### config.mk
export PLATFORM = sky130hd
export DESIGN_NAME = ofm_buffer
export DESIGN_NICKNAME = d
export VERILOG_FILES = /design/src/rtl/ofm_buffer.sv
export SDC_FILE = /design/constraint.sdc
export NUM_CORES = 2
export LEC_CHECK = 0
export CAP_MARGIN = 15
export CORE_MARGIN = 3
export CORE_UTILIZATION = 45
export CTS_BUF_LIST = sky130_fd_sc_hd__clkbuf_4 sky130_fd_sc_hd__clkbuf_8
export DETAILED_ROUTE_END_ITERATION = 12
export GPL_TIMING_DRIVEN = 0
export SYNTH_ARGS = -nofsm -noshare
export SYNTH_HDL_FRONTEND = slang
export SYNTH_SLANG_ARGS = --single-unit
### constraint.sdc
create_clock -name clk -period 10.3 [get_ports clk]
set_clock_uncertainty 0.1 [all_clocks]
set_input_delay 1.03 -clock clk [delete_from_list [all_inputs] [get_ports clk]]
set_output_delay 1.03 -clock clk [all_outputs]
set_load 0.02 [all_outputs]
### src/rtl/ofm_buffer.sv
// ofm_buffer: multi-channel output-feature-map buffer behind the conv PE array.
// It keeps the stride-grid positions of a raster stream of stride-1 window results
// and accumulates them across input-channel passes. It then drains the finished
// OFM as a valid/ready raster stream.
// Optional build macro OFM_BUFFER_SAT_ACC_EN: when defined, accumulation saturates
// to the signed range of each channel. When it is undefined, accumulation wraps.
module ofm_buffer #(
    parameter int unsigned DATA_WIDTH  = 16,
    parameter int unsigned IFM_SIZE    = 9,
    parameter int unsigned KERNEL_SIZE = 4,
    parameter int unsigned STRIDE      = 2,
    parameter int unsigned PAD         = 2,
    parameter int unsigned NUM_CHANNEL = 4
) (
    input  logic                              clk,
    input  logic                              rst,
    input  logic                              wr_valid,
    output logic                              wr_ready,
    input  logic [NUM_CHANNEL*DATA_WIDTH-1:0] d_in,
    input  logic                              last_pass,
    output logic                              rd_valid,
    input  logic                              rd_ready,
    output logic [NUM_CHANNEL*DATA_WIDTH-1:0] d_out,
    output logic                              rd_last,
    output logic                              frame_done
);

    localparam int unsigned CONV_SIZE = IFM_SIZE - KERNEL_SIZE + 2*PAD + 1;
    localparam int unsigned OFM_SIZE  = (IFM_SIZE - KERNEL_SIZE + 2*PAD) / STRIDE + 1;
    localparam int unsigned DEPTH     = OFM_SIZE * OFM_SIZE;
    localparam int unsigned WORD_W    = NUM_CHANNEL * DATA_WIDTH;
    localparam int unsigned CNT_W     = $clog2(CONV_SIZE + 1);
    localparam int unsigned ADDR_W    = (DEPTH > 1) ? $clog2(DEPTH) : 1;
    localparam int unsigned PTR_W     = $clog2(DEPTH + 1);

`ifdef OFM_BUFFER_SAT_ACC_EN
    localparam logic [DATA_WIDTH-1:0] SAT_MAX = {1'b0, {(DATA_WIDTH-1){1'b1}}};
    localparam logic [DATA_WIDTH-1:0] SAT_MIN = {1'b1, {(DATA_WIDTH-1){1'b0}}};
`endif

    typedef enum logic {WRITE, READ} state_t;

    state_t               state;
    logic [CNT_W-1:0]     x_cnt;
    logic [CNT_W-1:0]     y_cnt;
    logic                 first_pass;
    logic [PTR_W-1:0]     rd_ptr;
    logic [WORD_W-1:0]    mem [DEPTH];

    logic                 wr_fire_c;
    logic                 store_c;
    logic                 row_end_c;
    logic                 end_pass_c;
    logic                 rd_load_c;
    logic                 rd_done_c;
    logic [ADDR_W-1:0]    wr_addr_c;
    logic [WORD_W-1:0]    mem_rd_c;
    logic [WORD_W-1:0]    wr_data_c;
    logic [DATA_WIDTH-1:0] lane_old;
    logic [DATA_WIDTH-1:0] lane_new;
    logic [DATA_WIDTH-1:0] lane_sum;

    assign wr_ready   = (state == WRITE);
    assign wr_fire_c  = wr_valid && (state == WRITE);
    assign store_c    = ((32'(x_cnt) % STRIDE) == 32'd0) && ((32'(y_cnt) % STRIDE) == 32'd0);
    assign row_end_c  = (32'(x_cnt) == CONV_SIZE - 1);
    assign end_pass_c = row_end_c && (32'(y_cnt) == CONV_SIZE - 1);
    assign wr_addr_c  = ADDR_W'((32'(y_cnt) / STRIDE) * OFM_SIZE + 32'(x_cnt) / STRIDE);
    assign mem_rd_c   = mem[wr_addr_c];
    assign rd_load_c  = (state == READ) && (!rd_valid || rd_ready) && (32'(rd_ptr) < DEPTH);
    assign rd_done_c  = (state == READ) && rd_valid && rd_ready && rd_last;

    // Per-channel store value: raw input on the first pass, else running sum.
    always_comb begin
        wr_data_c = '0;
        lane_old  = '0;
        lane_new  = '0;
        lane_sum  = '0;
        for (int c = 0; c < NUM_CHANNEL; c++) begin
            lane_old = mem_rd_c[c*DATA_WIDTH +: DATA_WIDTH];
            lane_new = d_in[c*DATA_WIDTH +: DATA_WIDTH];
            lane_sum = lane_old + lane_new;
`ifdef OFM_BUFFER_SAT_ACC_EN
            if ((lane_old[DATA_WIDTH-1] == lane_new[DATA_WIDTH-1]) &&
                (lane_sum[DATA_WIDTH-1] != lane_old[DATA_WIDTH-1])) begin
                lane_sum = lane_old[DATA_WIDTH-1] ? SAT_MIN : SAT_MAX;
            end
`endif
            wr_data_c[c*DATA_WIDTH +: DATA_WIDTH] = first_pass ? lane_new : lane_sum;
        end
    end

    // Storage: read-modify-write of one grid position per accepted beat.
    always_ff @(posedge clk) begin
        if (!rst && wr_fire_c && store_c) begin
            mem[wr_addr_c] <= wr_data_c;
        end
    end

    // Control FSM: raster counters in WRITE, registered output stage in READ.
    always_ff @(posedge clk) begin
        if (rst) begin
            state      <= WRITE;
            x_cnt      <= '0;
            y_cnt      <= '0;
            first_pass <= 1'b1;
            rd_ptr     <= '0;
            rd_valid   <= 1'b0;
            d_out      <= '0;
            rd_last    <= 1'b0;
            frame_done <= 1'b0;
        end else begin
            frame_done <= 1'b0;
            case (state)
                WRITE: begin
                    if (wr_valid) begin
                        if (end_pass_c) begin
                            x_cnt      <= '0;
                            y_cnt      <= '0;
                            frame_done <= 1'b1;
                            if (last_pass) begin
                                first_pass <= 1'b1;
                                state      <= READ;
                            end else begin
                                first_pass <= 1'b0;
                            end
                        end else if (row_end_c) begin
                            x_cnt <= '0;
                            y_cnt <= y_cnt + CNT_W'(1);
                        end else begin
                            x_cnt <= x_cnt + CNT_W'(1);
                        end
                    end
                end
                READ: begin
                    if (rd_done_c) begin
                        rd_valid <= 1'b0;
                        rd_last  <= 1'b0;
                        rd_ptr   <= '0;
                        state    <= WRITE;
                    end else if (rd_load_c) begin
                        d_out    <= mem[rd_ptr[ADDR_W-1:0]];
                        rd_valid <= 1'b1;
                        rd_last  <= (32'(rd_ptr) == DEPTH - 1);
                        rd_ptr   <= rd_ptr + PTR_W'(1);
                    end
                end
                default: state <= WRITE;
            endcase
        end
    end

endmodule
==> impl_metrics.csv <==
group,metric,value,unit
global_route,gr_overflow_total,0,
sta,fin_worst_hold_slack,0.397,ns
yosys,ys.warnings.count,0,
route,drc,0,
die,die_width,428,microns
setup_path,cp.required,10.89,ns
placed_design,placement.setup.worst_slack,2.14,ns
clock_tree,worst_setup_hold_path_clk_slew,0.06,ns
run_status,outcome,"completed",
route,dr.pass1.iters,6,
die,fp.dieArea,183000,sq um
layout,ff_latch_area,49700,sq um
setup_path,cp_common_cell,"sky130_fd_sc_hd__ha_1",
placed_design,gpl.final_weighted_congestion,0.916,
power,p_per_area,155,nW/um^2
yosys,ys_dominant_reg_cell,"sky130_fd_sc_hd__edfxtp_1",
layout,final.fill_count,13900,
power,totalPowerFinal,14.6,mW
route,avgViaCountPerCell,7.16,
sta,worst_margin_slew,1.44,ns
layout,syn2layout_area_growth,17.5,%
setup_path,worst_setup_path_startpoint,"y_cnt[1]$_SDFFE_PP0P_",
die,io_pins,137,
layout,ratio_of_cells_with_drive_above_1_in_the_final_layout,0.340,
setup_path,setup.reg_to_reg.worst_slack,1.74,ns
sta,timing_hold_violations_final,0,
layout,number_of_nets_in_the_layout,5125,
route,routed_wirelength,347,mm
yosys,number_of_enable_flip_flop_cells_after_synthesis,1600,
setup_path,critical_path.top_delay_family,"compound AO/OA/AOI/OAI gates",
clock_tree,clk-insertion-delay-late,1.08,ns
clock_tree,clk_root_buffer_cell,"sky130_fd_sc_hd__clkbuf_8",
sta,final_max_slew_viol_count,0,
setup_path,critical-path-max-stage-delay,1.17,ns
yosys,asyncSetResetFlopFracSynth,0,
yosys,syn-cell-area,80200,sq um
yosys,dominant_cell_type_by_area_after_synthesis,"sky130_fd_sc_hd__edfxtp_1",
layout,layout.core_utilization,0.533,
die,placementRows,154,
setup_path,setup.worst_path.end,"mem[13][45]$_DFFE_PP_",
placed_design,post-dp-hpwl,234,mm
route,dr.first_iter.drc_count,9723,
yosys,synth_seq_area_share,0.619,
clock_tree,clock_sinks,1682,
clock_tree,ctsResizeCount,0,
power,leakagePower,30.3,nW
die,initial_core_utilization,0.454,
setup_path,worstRegToRegCells,17,
clock_tree,cts_tree,"done",
placed_design,port_buffers,136,
yosys,synth_seq_cells,1682,
clock_tree,longest_clk_path_bufs,4,
yosys,synthCells,4329,
clock_tree,ctsHoldBuffers,0,
clock_tree,htree_levels,5,
sta,period_minus_slack,8.56,ns
power,ir_worst_vdd,0.0902,mV
global_route,number_of_antenna_violations_at_the_first_check_in_global_routing,15,
setup_path,critical_path.cell_chain,"ha_1, ha_1, fa_1, xor2_1, buf_2, clkbuf_1, buf_1, a21oi_1, o21ai_0, ha_1, a21o_1, nand4_1, a2111oi_0, nor2_1, a21oi_1, nor3_1, o31ai_4",
sta,postLayoutSetupSlackWorst,1.74,ns
yosys,yosysMostFrequentCell,"sky130_fd_sc_hd__edfxtp_1",
sta,max_slew_margin,0.0371,
setup_path,cp.depth,17,
global_route,largest_net_degree_at_the_start_of_global_routing,26,
die,coreArea,177000,sq um
setup_path,endpoint_kind,"register",
die,die_h,428,microns
setup_path,timing.critical_path.slowest_stage_cell,"sky130_fd_sc_hd__a2111oi_0",
global_route,grt_usage,0.374,
sta,rsz0062_at_grt,"false",
yosys,synth_cell_type_count,68,
route,route.detailed.wl_per_inst,46.1,microns
layout,finalNonFillerCells,7527,
layout,multi_input_area,29200,sq um
route,detailroute.via_count,53900,
yosys,synthTopCellsByCount,"sky130_fd_sc_hd__edfxtp_1, sky130_fd_sc_hd__mux4_2, sky130_fd_sc_hd__mux2i_1",
setup_path,crit_arrival,9.14,ns
setup_path,worstSetupPathType,"register to register",
yosys,synthTopCellsByArea,"sky130_fd_sc_hd__edfxtp_1, sky130_fd_sc_hd__mux4_2, sky130_fd_sc_hd__mux2i_1",
yosys,synthDominantCellAreaShare,0.599,
setup_path,startpoint_type,"register",
setup_path,timing.critical_path.fanout_max,25,
clock_tree,tritoncts.num_buffers,300,
run,timing.max_cap.violations,0,
yosys,synth_fp_nets,4491,
placed_design,place_inst,6997,
sta,finalSetupViolations,0,
yosys,postSynthAreaPerCell,18.5,sq um
sta,post-route-period-util,0.831,
sta,max_clock_freq,117,MHz
route,drtAntennaViolNets,0,
setup_path,timing.rr.end,"mem[13][45]$_DFFE_PP_",
setup_path,critical_path.n_buffers_inverters,3,
clock_tree,post-cts-setup-buffer-count,0,
global_route,grt_pass1_vias,51600,
hold_path,min-delay-path-class,"register to register",
global_route,grt_pass1_wl,456,mm
setup_path,timing.rr.start,"y_cnt[1]$_SDFFE_PP0P_",
## tightest hold or removal path: cells and delay by family (launching register included)
family | cells | cell delay (ns)
simple gates | 1 | 0.09
compound gates | 1 | 0.05
flops | 1 | 0.31
## sequential cells by signal, indices dropped and copies added, names as in the netlist
signal	cells
d_out	64
first_pass	1
frame_done	1
mem	1600
rd_last	1
rd_ptr	5
rd_valid	1
state	1
x_cnt	4
y_cnt	4
## placed cells by master (no fill, tap or decap), types with 33 or more instances in the layout
cell type / n
sky130_fd_sc_hd__a211oi_1: 189
sky130_fd_sc_hd__a21oi_1: 96
sky130_fd_sc_hd__a221oi_1: 54
sky130_fd_sc_hd__and2_1: 35
sky130_fd_sc_hd__buf_12: 77
sky130_fd_sc_hd__buf_16: 33
sky130_fd_sc_hd__buf_2: 120
sky130_fd_sc_hd__buf_4: 78
sky130_fd_sc_hd__buf_8: 61
sky130_fd_sc_hd__clkbuf_1: 85
sky130_fd_sc_hd__clkbuf_4: 100
sky130_fd_sc_hd__clkbuf_8: 320
sky130_fd_sc_hd__clkdlybuf4s50_1: 136
sky130_fd_sc_hd__clkinv_1: 53
sky130_fd_sc_hd__dfxtp_1: 82
sky130_fd_sc_hd__edfxtp_1: 1600
sky130_fd_sc_hd__ha_1: 88
sky130_fd_sc_hd__mux2i_1: 307
sky130_fd_sc_hd__mux4_2: 793
sky130_fd_sc_hd__nand2_1: 167
sky130_fd_sc_hd__nor2_1: 164
sky130_fd_sc_hd__o21ai_0: 108
sky130_fd_sc_hd__o21ai_2: 33
## cells by family after synthesis
| group | Yosys count | share of synthesized area |
|---|---|---|
| AOI/OAI and AO/OA | 564 | 0.0462 |
| xor gates and xnor gates | 58 | 0.00642 |
| adders and majority gates | 93 | 0.0150 |
| buffers and inverters | 344 | 0.0218 |
| DFF | 1682 | 0.619 |
| muxes | 1122 | 0.266 |
| and+or+nand+nor | 466 | 0.0252 |
## cell type report
class,instances,area share
multi-input cells,2303,0.310
plain buffers,325,0.0183
repair buffers,332,0.0526
clock inverters,97,0.00552
diodes,10,0.000265
inverters,19,0.000757
clock buffers,419,0.0546
well taps,2340,0.0311
flip-flops and latches,1682,0.527
## worst min-delay path by stage
stage,start,to,cells past startpoint
floorplan,state$_SDFF_PP0_,state$_SDFF_PP0_,2
global placement,d_out[10]$_SDFFE_PP0P_,d_out[10]$_SDFFE_PP0P_,2
detailed placement,d_out[57]$_SDFFE_PP0P_,d_out[57]$_SDFFE_PP0P_,2
CTS,d_out[57]$_SDFFE_PP0P_,d_out[57]$_SDFFE_PP0P_,2
global route,d_out[59]$_SDFFE_PP0P_,d_out[59]$_SDFFE_PP0P_,2
finish,d_out[59]$_SDFFE_PP0P_,d_out[59]$_SDFFE_PP0P_,2
## routing by layer
layer	global-route usage	routed length (microns)
met5	0.00520	36
met4	0.262	29500
met3	0.148	54400
met2	0.529	147000
met1	0.472	116000
## power by group
part | leakage, nW | switching, mW | internal, mW
Combinational | 12.2 | 0.573 | 0.357
Clock | 3.01 | 2.89 | 3.29
Sequential | 15.1 | 0.00857 | 7.50
Total | 30.3 | 3.48 | 11.1
## stage by stage
| step | setup TNS, ns | area, sq um |
|---|---|---|
| finish | 0 | 94300 |
| global route | 0 | 94200 |
| CTS | 0 | 94200 |
| detailed placement | 0 | 88500 |
| global placement | -4331.64 | 84500 |
| floorplan | 0 | 80200 |
Note: power is estimated with default switching activity, not from simulation.
